[src/rtl/vga_console_writer_pkg.sv]
// Shared console-writer definitions: grid geometry, control codes, FSM states and
// the write payload presented to the VGA text controller.
package vga_console_writer_pkg;

    localparam int unsigned VGA_BLOCK_HNUM = 80;
    localparam int unsigned VGA_BLOCK_VNUM = 30;
    localparam logic [31:0] VGA_OFFSET_REG = 32'h0000_1000;

    localparam int unsigned COL_W = 7;
    localparam int unsigned ROW_W = 5;
    localparam int unsigned IDX_W = 12;

    localparam logic [7:0] ASCII_SPACE = 8'h20;
    localparam logic [7:0] ASCII_TILDE = 8'h7E;
    localparam logic [7:0] ASCII_LF    = 8'h0A;
    localparam logic [7:0] ASCII_CR    = 8'h0D;
    localparam logic [7:0] ASCII_BS    = 8'h08;
    localparam logic [7:0] ASCII_FF    = 8'h0C;

    typedef enum logic [2:0] {
        ST_IDLE,
        ST_PUT,
        ST_CLR_ROW,
        ST_CLR_ALL,
        ST_OFS
    } console_state_t;

    typedef struct packed {
        logic        write_op;
        logic [31:0] addr;
        logic [31:0] data;
    } bus_wr_t;

endpackage

[src/rtl/vga_console_writer_cell_addr.sv]
// Combinational cell index: ((top+row) mod VNUM)*HNUM + col, without multiplier/divider.
module vga_console_writer_cell_addr
    import vga_console_writer_pkg::*;
#(
    parameter int unsigned HNUM = VGA_BLOCK_HNUM,
    parameter int unsigned VNUM = VGA_BLOCK_VNUM
) (
    input  logic [ROW_W-1:0] top_i,
    input  logic [ROW_W-1:0] row_i,
    input  logic [COL_W-1:0] col_i,
    output logic [IDX_W-1:0] addr_o
);

    logic [ROW_W:0]   sum;
    logic [ROW_W:0]   wrapped;
    logic [IDX_W-1:0] prod;

    // top and row are both < VNUM, so one conditional subtract is a full modulo
    always_comb begin
        sum     = {1'b0, top_i} + {1'b0, row_i};
        wrapped = (sum >= (ROW_W+1)'(VNUM)) ? sum - (ROW_W+1)'(VNUM) : sum;
        prod    = '0;
        for (int i = 0; i < int'(IDX_W); i++) begin
            if (HNUM[i]) begin
                prod = prod + (IDX_W'(wrapped[ROW_W-1:0]) << i);
            end
        end
        addr_o = prod + IDX_W'(col_i);
    end

endmodule

[src/rtl/vga_console_writer.sv]
// Byte-stream console front end: turns ASCII input into VGA text-cell writes,
// handling cursor, line wrap, hardware scroll via the row-offset register, and clear.
module vga_console_writer
    import vga_console_writer_pkg::*;
#(
    parameter int unsigned HNUM        = VGA_BLOCK_HNUM,
    parameter int unsigned VNUM        = VGA_BLOCK_VNUM,
    parameter logic [31:0] OFFSET_ADDR = VGA_OFFSET_REG
) (
    input  logic        clk_50M,
    input  logic        rst_n,
    input  logic        char_valid,
    input  logic [7:0]  char_data,
    output logic        char_ready,
    output logic        write_op,
    output logic [31:0] bus_addr,
    output logic [31:0] bus_data
);

    localparam int unsigned CELLS = HNUM * VNUM;

    console_state_t   state_q, state_d;
    logic [COL_W-1:0] col_q, col_d;
    logic [ROW_W-1:0] row_q, row_d;
    logic [ROW_W-1:0] top_q, top_d;
    logic [ROW_W-1:0] ofs_top_q, ofs_top_d;
    logic [IDX_W-1:0] idx_q, idx_d;
    logic [7:0]       byte_q, byte_d;
    logic             adv_q, adv_d;
    logic             char_ready_q, char_ready_d;
    bus_wr_t          bus_q, bus_d;

    logic [IDX_W-1:0] cur_addr;
    logic [IDX_W-1:0] clr_addr;
    logic             adv_row;
    logic             accept;

    vga_console_writer_cell_addr #(.HNUM(HNUM), .VNUM(VNUM)) u_cur_addr (
        .top_i  (top_q),
        .row_i  (row_q),
        .col_i  (col_q),
        .addr_o (cur_addr)
    );

    // physical row 'top' is the row that scrolls off and gets blanked
    vga_console_writer_cell_addr #(.HNUM(HNUM), .VNUM(VNUM)) u_clr_addr (
        .top_i  (top_q),
        .row_i  ('0),
        .col_i  (idx_q[COL_W-1:0]),
        .addr_o (clr_addr)
    );

    assign accept = char_valid & char_ready_q;

    always_comb begin
        state_d       = state_q;
        col_d         = col_q;
        row_d         = row_q;
        top_d         = top_q;
        ofs_top_d     = ofs_top_q;
        idx_d         = idx_q;
        byte_d        = byte_q;
        adv_d         = adv_q;
        bus_d         = bus_q;
        bus_d.write_op = 1'b0;
        adv_row       = 1'b0;
        char_ready_d  = 1'b0;

        case (state_q)
            ST_IDLE: begin
                if (accept) begin
                    if (char_data >= ASCII_SPACE && char_data <= ASCII_TILDE) begin
                        byte_d  = char_data;
                        adv_d   = 1'b1;
                        state_d = ST_PUT;
                    end else if (char_data == ASCII_LF) begin
                        col_d   = '0;
                        adv_row = 1'b1;
                    end else if (char_data == ASCII_CR) begin
                        col_d = '0;
                    end else if (char_data == ASCII_BS) begin
                        if (col_q != '0) begin
                            col_d   = col_q - COL_W'(1);
                            byte_d  = ASCII_SPACE;
                            adv_d   = 1'b0;
                            state_d = ST_PUT;
                        end
                    end else if (char_data == ASCII_FF) begin
                        idx_d   = '0;
                        state_d = ST_CLR_ALL;
                    end
                end
            end
            ST_PUT: begin
                bus_d.write_op = 1'b1;
                bus_d.addr     = 32'(cur_addr);
                bus_d.data     = 32'(byte_q);
                state_d        = ST_IDLE;
                if (adv_q) begin
                    if (col_q == COL_W'(HNUM - 1)) begin
                        col_d   = '0;
                        adv_row = 1'b1;
                    end else begin
                        col_d = col_q + COL_W'(1);
                    end
                end
            end
            ST_CLR_ROW: begin
                bus_d.write_op = 1'b1;
                bus_d.addr     = 32'(clr_addr);
                bus_d.data     = 32'(ASCII_SPACE);
                idx_d          = idx_q + IDX_W'(1);
                if (idx_q == IDX_W'(HNUM - 1)) begin
                    ofs_top_d = (top_q == ROW_W'(VNUM - 1)) ? '0 : top_q + ROW_W'(1);
                    state_d   = ST_OFS;
                end
            end
            ST_CLR_ALL: begin
                bus_d.write_op = 1'b1;
                bus_d.addr     = 32'(idx_q);
                bus_d.data     = 32'(ASCII_SPACE);
                idx_d          = idx_q + IDX_W'(1);
                if (idx_q == IDX_W'(CELLS - 1)) begin
                    ofs_top_d = '0;
                    col_d     = '0;
                    row_d     = '0;
                    state_d   = ST_OFS;
                end
            end
            ST_OFS: begin
                bus_d.write_op = 1'b1;
                bus_d.addr     = OFFSET_ADDR;
                bus_d.data     = 32'(ofs_top_q);
                top_d          = ofs_top_q;
                state_d        = ST_IDLE;
            end
            default: begin
                idx_d   = '0;
                state_d = ST_CLR_ALL;
            end
        endcase

        // on the last row a new line scrolls instead of moving the cursor
        if (adv_row) begin
            if (row_q < ROW_W'(VNUM - 1)) begin
                row_d = row_q + ROW_W'(1);
            end else begin
                idx_d   = '0;
                state_d = ST_CLR_ROW;
            end
        end

        char_ready_d = (state_d == ST_IDLE);
    end

    always_ff @(posedge clk_50M or negedge rst_n) begin
        if (!rst_n) begin
            state_q      <= ST_CLR_ALL;
            col_q        <= '0;
            row_q        <= '0;
            top_q        <= '0;
            ofs_top_q    <= '0;
            idx_q        <= '0;
            byte_q       <= '0;
            adv_q        <= 1'b0;
            char_ready_q <= 1'b0;
            bus_q        <= '0;
        end else begin
            state_q      <= state_d;
            col_q        <= col_d;
            row_q        <= row_d;
            top_q        <= top_d;
            ofs_top_q    <= ofs_top_d;
            idx_q        <= idx_d;
            byte_q       <= byte_d;
            adv_q        <= adv_d;
            char_ready_q <= char_ready_d;
            bus_q        <= bus_d;
        end
    end

    assign char_ready = char_ready_q;
    assign write_op   = bus_q.write_op;
    assign bus_addr   = bus_q.addr;
    assign bus_data   = bus_q.data;

endmodule

[config.mk]
export PLATFORM = sky130hd
export DESIGN_NAME = vga_console_writer
export DESIGN_NICKNAME = d
export VERILOG_FILES = /design/src/rtl/vga_console_writer_pkg.sv /design/src/rtl/vga_console_writer_cell_addr.sv /design/src/rtl/vga_console_writer.sv
export SDC_FILE = /design/constraint.sdc
export NUM_CORES = 1
export LEC_CHECK = 0
export BUFFER_PORTS_ARGS = -buffer_cell sky130_fd_sc_hd__buf_2
export CORE_UTILIZATION = 41
export CTS_BUF_LIST = sky130_fd_sc_hd__clkbuf_4
export CTS_CLUSTER_DIAMETER = 200
export DETAILED_ROUTE_END_ITERATION = 16
export PLACE_DENSITY_LB_ADDON = 0.05
export SYNTH_ARGS = -nofsm -noshare
export SYNTH_HDL_FRONTEND = slang
export SYNTH_SLANG_ARGS = --single-unit
[constraint.sdc]
create_clock -name clk_50M -period 5.6 [get_ports clk_50M]
set_input_delay 1.12 -clock clk_50M [delete_from_list [all_inputs] [get_ports clk_50M]]
set_output_delay 1.12 -clock clk_50M [all_outputs]
set_load 0.01 [all_outputs]
# Yosys cells after proc, flatten, opt, wreduce, memory -nomap -nowiden
# Index checks and enable logic that the tools add are counted.
[word_totals]
mem_bits_ro = 0
inputBits = 11
ram_bits = 0
word_cells = 123
n_memories = 0
latchBits = 0
out_inout_bits = 66
reg_bits = 112
[op_classes]
addsub = 12
div_mod_pow = 0
n_lt_le_gt_ge = 5
mul = 0
eq_ne = 21
reduce_logical = 14
bitwise = 1
mux = 58
shift = 0
[op_table]
columns = ["cell", "count"]
rows = [
  ["case mux 65 bit (4 select lines)", 1],
  ["2-to-1 mux 12 bit", 8],
  ["2-to-1 mux 7 bit", 9],
  ["2-to-1 mux 5 bit", 9],
  ["2-to-1 mux 8 bit", 5],
  ["case mux 12 bit (3 select lines)", 1],
  ["2-to-1 mux 3 bit", 11],
  ["== test 8 x 4 -> 1 bit, second input constant", 4],
  ["adder 12 x 7 -> 12 bit", 2],
  ["adder 9 x 11 -> 12 bit", 2],
  ["case mux 7 bit (3 select lines)", 1],
  ["inequality test 2 bit, second input constant", 7],
  ["adder 12 x 1 -> 12 bit, second input constant", 1],
  ["== test 12 bit, second input constant", 1],
  ["== test 12 x 7 -> 1 bit, second input constant", 1],
  ["case mux 3 bit (4 select lines)", 1],
  ["adder 5 x 1 -> 5 bit, second input constant", 2],
  ["2-to-1 mux 1 bit", 10],
  ["case mux 5 bit (2 select lines)", 1],
  ["subtractor 5 bit, second input constant", 2],
  ["greater-or-equal comparator 8 x 6 -> 1 bit, second input constant", 1],
  ["less-or-equal comparator 8 x 7 -> 1 bit, second input constant", 1],
  ["inequality test 4 bit, second input constant", 2],
  ["adder 7 x 1 -> 7 bit, second input constant", 1],
  ["other kinds (22)", 27],
]

# Depth between registers and ports, before layout
[logic_depth]
word_depth = 11
ltp_mapped = 19

# Hierarchy
# Synthesis repeated with hierarchy kept, for this count alone.
[unflattened]
cells_unflattened = 636
area_unflattened_um2 = 5695.5
[modules_own_cells]
columns = ["module", "cells_each", "seq_area_each_um2", "area_per_inst_um2", "instances"]
rows = [
  ["vga_console_writer", 501, 1729.2, 4496.8, 1],
  ["vga_console_writer_cell_addr (u_cur_addr)", 70, 0.0, 620.6, 1],
  ["vga_console_writer_cell_addr (u_clr_addr)", 65, 0.0, 578.1, 1],
]

# Worst setup path before layout
# No wires, ideal clock.
[synth_path]
kind = "reg2reg"
startpoint = "reg top_q[0]"
endpoint = "reg bus_q (netlist bit bus_addr[10])"
path_slack_ns = 1.255
synth_period_minus_slack_ns = 4.345
setup_time_ns = 0.120
path_buffers = 0
required_time_ns = 5.480
stages_incl_launch_ff = 17
arrival_ns = 4.225
cell_sequence = "dfrtp_1 -> ha_1 -> inv_1 -> fa_1 -> nand2b_1 -> a21o_1 -> a2111oi_0 -> o311ai_0 -> mux2_2 -> a211oi_1 -> ha_1 -> ha_1 -> a21oi_1 -> o21bai_1 -> a21oi_1 -> or3_1 -> a31o_2"
[synth_between]
elab_chain_cells = 6
word_cells_on_any_way = 12
[synth_lines]
columns = ["element", "line_no", "rtl"]
rows = [
  ["from (decl)", "vga_console_writer.sv:25", "logic [ROW_W-1:0] top_q, top_d;"],
  ["from (signal assigned)", "vga_console_writer.sv:172", "top_q <= top_d;"],
  ["adder 5 x 5 -> 6 bit", "vga_console_writer_cell_addr.sv:20", "sum = {1'b0, top_i} + {1'b0, row_i};"],
  ["subtractor 5 bit or greater-or-equal comparator 6 x 5 -> 1 bit (tied branches)", "vga_console_writer_cell_addr.sv:21", "wrapped = (sum >= (ROW_W+1)'(VNUM)) ? sum - (ROW_W+1)'(VNUM) : sum;"],
  ["2-to-1 mux 5 bit", "vga_console_writer_cell_addr.sv:21", ""],
  ["adder 9 x 11 -> 12 bit", "vga_console_writer_cell_addr.sv:25", "prod = prod + (IDX_W'(wrapped[ROW_W-1:0]) << i);"],
  ["adder 12 x 7 -> 12 bit", "vga_console_writer_cell_addr.sv:28", "addr_o = prod + IDX_W'(col_i);"],
  ["case mux 65 bit (4 select lines) *", "vga_console_writer.sv:69", "case (state_q)"],
  ["to (signal assigned)", "vga_console_writer.sv:178", "bus_q <= bus_d;"],
  ["to (decl)", "vga_console_writer.sv:31", "bus_wr_t bus_q, bus_d;"],
]
# Every way passes the cells marked *; elsewhere a longest branch is shown, timed or not. The select of a mux whose other input is x is not followed.
# A chain may end at the register's enable or synchronous reset.

# Worst setup path in the final report
# Ends and elaborated chain as after synthesis.

==> results <==
- The internal cell power is around 770 uW.
- Of all flip-flops after synthesis, the portion carrying an async set or reset was 100.0%.
- The met2 demand-to-capacity share in global routing is 36.18%.
- Setup repair after global routing left no endpoint under its margin.
- Using the TritonRoute via totals, the vias-per-cell ratio works out to between 5 and 6.
- The worst endpoint data arrival time is 5240 ps.
- STA classifies the critical path startpoint as a register.
- The first detailed-routing pass took 7 iterations.
- The hold violation count in the final report is 0.
- The total leakage power is around 2.6 nW.
- Static timing analysis puts the maximum clock frequency at 0.2049 GHz.
- The number of antenna violations at the first check in global routing is 0.
- Summed over all nets, the switching power comes to 235.2 uW.
- The relative contribution of sequential cells to total power is 49.5%.
- The synthesized design contains 0 enable-type register cells.
- The max-slew violation count was 0.
- The via count is 4439.
- The maximum level of the CTS H-tree is 3.
- In this run the power density over the cells is 181.6 mW/mm2.
- The clock net in this run drives a total of 69 sinks.
- At the pin with the least slew margin, the transition time is 998.9 ps.
- For this configuration, the core starts out at a cell density of 42.89%.
- The mean cell area of the mapped netlist is roughly 8.7 um2.
- The via count of the first global-routing pass is between 4k and 5k.
- The global-route layer with the greatest usage is met2.
- The row count is 40.
- The tool flagged a number of max-cap violations equal to 0.
- After layout, the minimum clock period comes to 4880 ps.
- The final routed wire length divided by cell count is 17.54 um.
- The post-synthesis cell area is 0.005238 mm2.
- Setup violations remaining at the end of the flow were counted as 0.
- Clock-pin slew was measured on the worst setup and hold paths at 130 ps.
- The nature of the critical path endpoint is a register.
- The setup TNS is 0 ps.
- Before CTS, the worst setup slack after placement is around 800 ps.
- The detailed router finished its first iteration with 317 violations.
- The post-cts resize count is 0.
- The top cell type by area accounts for 32.01% of the synthesized area.
- The logic gate share of total power is around 3.2%.
- Counting the fill cells in the layout gives 1248.
- The final worst-path setup slack is around 700 ps.
- The count of inserted antenna diode cells is 0.
- Cells fill 45.43% of the core in the end.
- Entering global routing, the biggest net connects 70 pins.
- The maximum resistive drop on vdd is 0.07481 mV.
- The first global-routing pass estimated 22.59 mm of wire.
- The synthesized netlist contains 74 unique library cells.
- The maximum buffer depth of the clock tree is 2.
- The TritonCTS clock tree is done.
- The antenna violation net count after detailed routing is 0.
- The number of buffers inserted by port buffering is 33.
- The overall die area is between 0.01 and 0.015 mm2.
- The critical path is of the reg -> reg type.
- In this run the post-CTS setup repair buffer count came out at 0.
- Registers take 0.001729 mm2.
- sky130_fd_sc_hd__dfrtp_1 takes more of the synthesized area than any other cell.
- After clock tree synthesis, the flow added hold-fix buffers numbering 0.
- The area of the core is 0.01221 mm2.
- The area of the multi-input gates is 0.003062 mm2.
- In the post-synthesis netlist, the cell with the most instances is sky130_fd_sc_hd__dfrtp_1.
- By area the synthesized netlist is led by sky130_fd_sc_hd__dfrtp_1, sky130_fd_sc_hd__ha_1, sky130_fd_sc_hd__buf_4, sky130_fd_sc_hd__o21ai_0, sky130_fd_sc_hd__nand2_1.
- Sorting the synthesized cells by how often they occur yields sky130_fd_sc_hd__dfrtp_1, sky130_fd_sc_hd__nand2_1, sky130_fd_sc_hd__nor2_1.
- The number of synthesis warnings is 0.
- Net switching is 23.35% of the power.
- The die height is ~120 um.
- During I/O placement, the number of pins put on the boundary was 77.
- The share of layout cells above drive strength 1 is between 10% and 20%.
- At the end of routability-driven placement, the weighted congestion stood at 0.8825.
- Across the routed clock network, the largest skew measured is 19.28 ps.
- The global-route congestion overflow total is 0.
- The run finished with clean final reports.
- Sequential elements use 33.01% of the synthesized area.
- The clock root buffer master is sky130_fd_sc_hd__clkbuf_4.
- Detailed placement ended at an HPWL of 10.13 mm.
- The number of instances in the synthesized netlist is 605.
- The clock latency reported for the late side of the worst-skew pair is about 460 ps.
- The number of design rule violations left after detail routing is 0.
- From left edge to right edge, the die measures between 100 and 150 um.
- In this run the worst path has a maximum fanout of 8.
- The total length of routed wires is 13.98 mm.
- Global routing consumed, over all layers together, 22.60% of the routing resources.
- The signed area change from the synthesized netlist to the final layout is 5.924%.
- In the final design database the tool counted 673 nets.
- The met3 demand-to-capacity share in global routing is 2.952%.
- In this run the tightest slew margin relative to its limit is 31.50%.
- In this run, synthesis produced a sequential element count of 69.
- The path class of the lowest-slack min-delay path is reg -> reg.
- Buffers inserted during clock tree synthesis total 9.
- The clock power share is 47.3%.
- At the worst endpoint, the required time is 5960 ps.
- The met1 track utilization from global routing is 31.29%.
- Dividing the final minimum period by the clock period gives 87.14%.
- In the synthesized netlist the dominant register cell turns out to be sky130_fd_sc_hd__dfrtp_1.
==> metal layers <==
layer  vias up  routed length, um
met5         -                  0
met4         0                272
met2       136               6497
met3        18                602
met1      2149               6609
li1       2136                  -
==> cell type report <==
cell class | count | area share, %
clock buffers | 9 | 1.218
clock inverters | 7 | 2.481
inverters | 35 | 2.368
flip-flops and latches | 69 | 31.17
multi-input cells | 470 | 55.19
well taps | 168 | 3.789
repair buffers | 39 | 3.789
==> cells by family (layout without fill, tap and decap cells) <==
group	after synthesis	after routing	synth area share (%)
fa+ha+maj	40	40	10.18
simple gates	179	179	16.46
buf+inv	108	90	11.54
other cells	1	43	0.07160
flops	69	69	33.01
compound gates	172	172	22.03
xor+xnor	15	15	2.508
mux	21	21	4.204
==> per-stage QoR <==
step	hold WS, ps	area (um2)	std cells	power [mW]
2_1_floorplan	465.8	5395	647	0.5465
3_3_place_gp	479.1	5343	781	0.5407
3_5_place_dp	476.2	5343	781	0.5411
4_1_cts	508.7	5548	797	1.021
5_1_grt	517.3	5548	797	1.048
6_report	506.1	5548	797	1.007
==> registers in the layout (all words and copies together) (netlist names) <==
signal / count
top_q: 5
char_ready: 1
idx_q: 12
bus_addr: 13
write_op: 1
byte_q: 8
ofs_top_q: 5
col_q: 7
state_q: 3
bus_data: 8
adv_q: 1
row_q: 5
==> cell usage in the layout, fill, tap and decap left out, types with 6 or more instances in the layout <==
cell type | netlist | final
sky130_fd_sc_hd__a211oi_1 | 9 | 9
sky130_fd_sc_hd__a21oi_1 | 34 | 34
sky130_fd_sc_hd__a22o_1 | 7 | 7
sky130_fd_sc_hd__a31oi_1 | 11 | 11
sky130_fd_sc_hd__and3_1 | 6 | 6
sky130_fd_sc_hd__buf_2 | 1 | 33
sky130_fd_sc_hd__buf_4 | 43 | 6
sky130_fd_sc_hd__clkbuf_4 | 0 | 9
sky130_fd_sc_hd__conb_1 | 1 | 43
sky130_fd_sc_hd__dfrtp_1 | 67 | 67
sky130_fd_sc_hd__ha_1 | 33 | 33
sky130_fd_sc_hd__inv_1 | 34 | 34
sky130_fd_sc_hd__mux2_2 | 8 | 8
sky130_fd_sc_hd__mux2i_1 | 13 | 13
sky130_fd_sc_hd__nand2_1 | 55 | 55
sky130_fd_sc_hd__nand3_1 | 27 | 27
sky130_fd_sc_hd__nor2_1 | 48 | 48
sky130_fd_sc_hd__nor3_1 | 7 | 7
sky130_fd_sc_hd__o21ai_0 | 45 | 45
sky130_fd_sc_hd__o22ai_1 | 7 | 7
sky130_fd_sc_hd__o31ai_1 | 7 | 7
sky130_fd_sc_hd__xnor2_1 | 8 | 8
sky130_fd_sc_hd__xor2_1 | 7 | 7
==> power by group through the flow <==
stage,combinational (mW),clock [mW],sequential (mW)
global placement,0.0330,0,0.508
detailed placement,0.0334,0,0.508
global route,0.0385,0.511,0.498
CTS,0.0334,0.489,0.498
floorplan,0.0387,0,0.508
finish,0.0327,0.476,0.498
==> worst max-delay path: stages (launching register included) <==
cell,delay [ps]
sky130_fd_sc_hd__dfrtp_1,520
sky130_fd_sc_hd__ha_1,220
sky130_fd_sc_hd__inv_1,50
sky130_fd_sc_hd__fa_1,390
sky130_fd_sc_hd__xnor2_1,290
sky130_fd_sc_hd__nand2_1,140
sky130_fd_sc_hd__a2111oi_0,690
sky130_fd_sc_hd__o311ai_0,290
sky130_fd_sc_hd__mux2_2,330
sky130_fd_sc_hd__a211oi_1,320
sky130_fd_sc_hd__ha_1,290
sky130_fd_sc_hd__ha_1,330
sky130_fd_sc_hd__a21oi_1,120
sky130_fd_sc_hd__o21bai_1,150
sky130_fd_sc_hd__a21oi_1,90
sky130_fd_sc_hd__or3_1,300
sky130_fd_sc_hd__a31o_2,240
==> final timing paths <==
path | start | cells past startpoint | to | slack [ps]
max | top_q[0]$_DFFE_PN0P_ | 16 | bus_addr[10]$_DFFE_PN0P_ | 720
min | byte_q[7]$_DFFE_PN0P_ | 2 | byte_q[7]$_DFFE_PN0P_ | 510
max reg2reg | top_q[0]$_DFFE_PN0P_ | 16 | bus_addr[10]$_DFFE_PN0P_ | 720
min reg2reg | byte_q[7]$_DFFE_PN0P_ | 2 | byte_q[7]$_DFFE_PN0P_ | 510
max in group asynchronous | rst_n | 2 | idx_q[6]$_DFF_PN0_ | 4130
min in group asynchronous | rst_n | 2 | row_q[3]$_DFF_PN0_ | 840
Note: power is estimated with default switching activity, not from simulation.
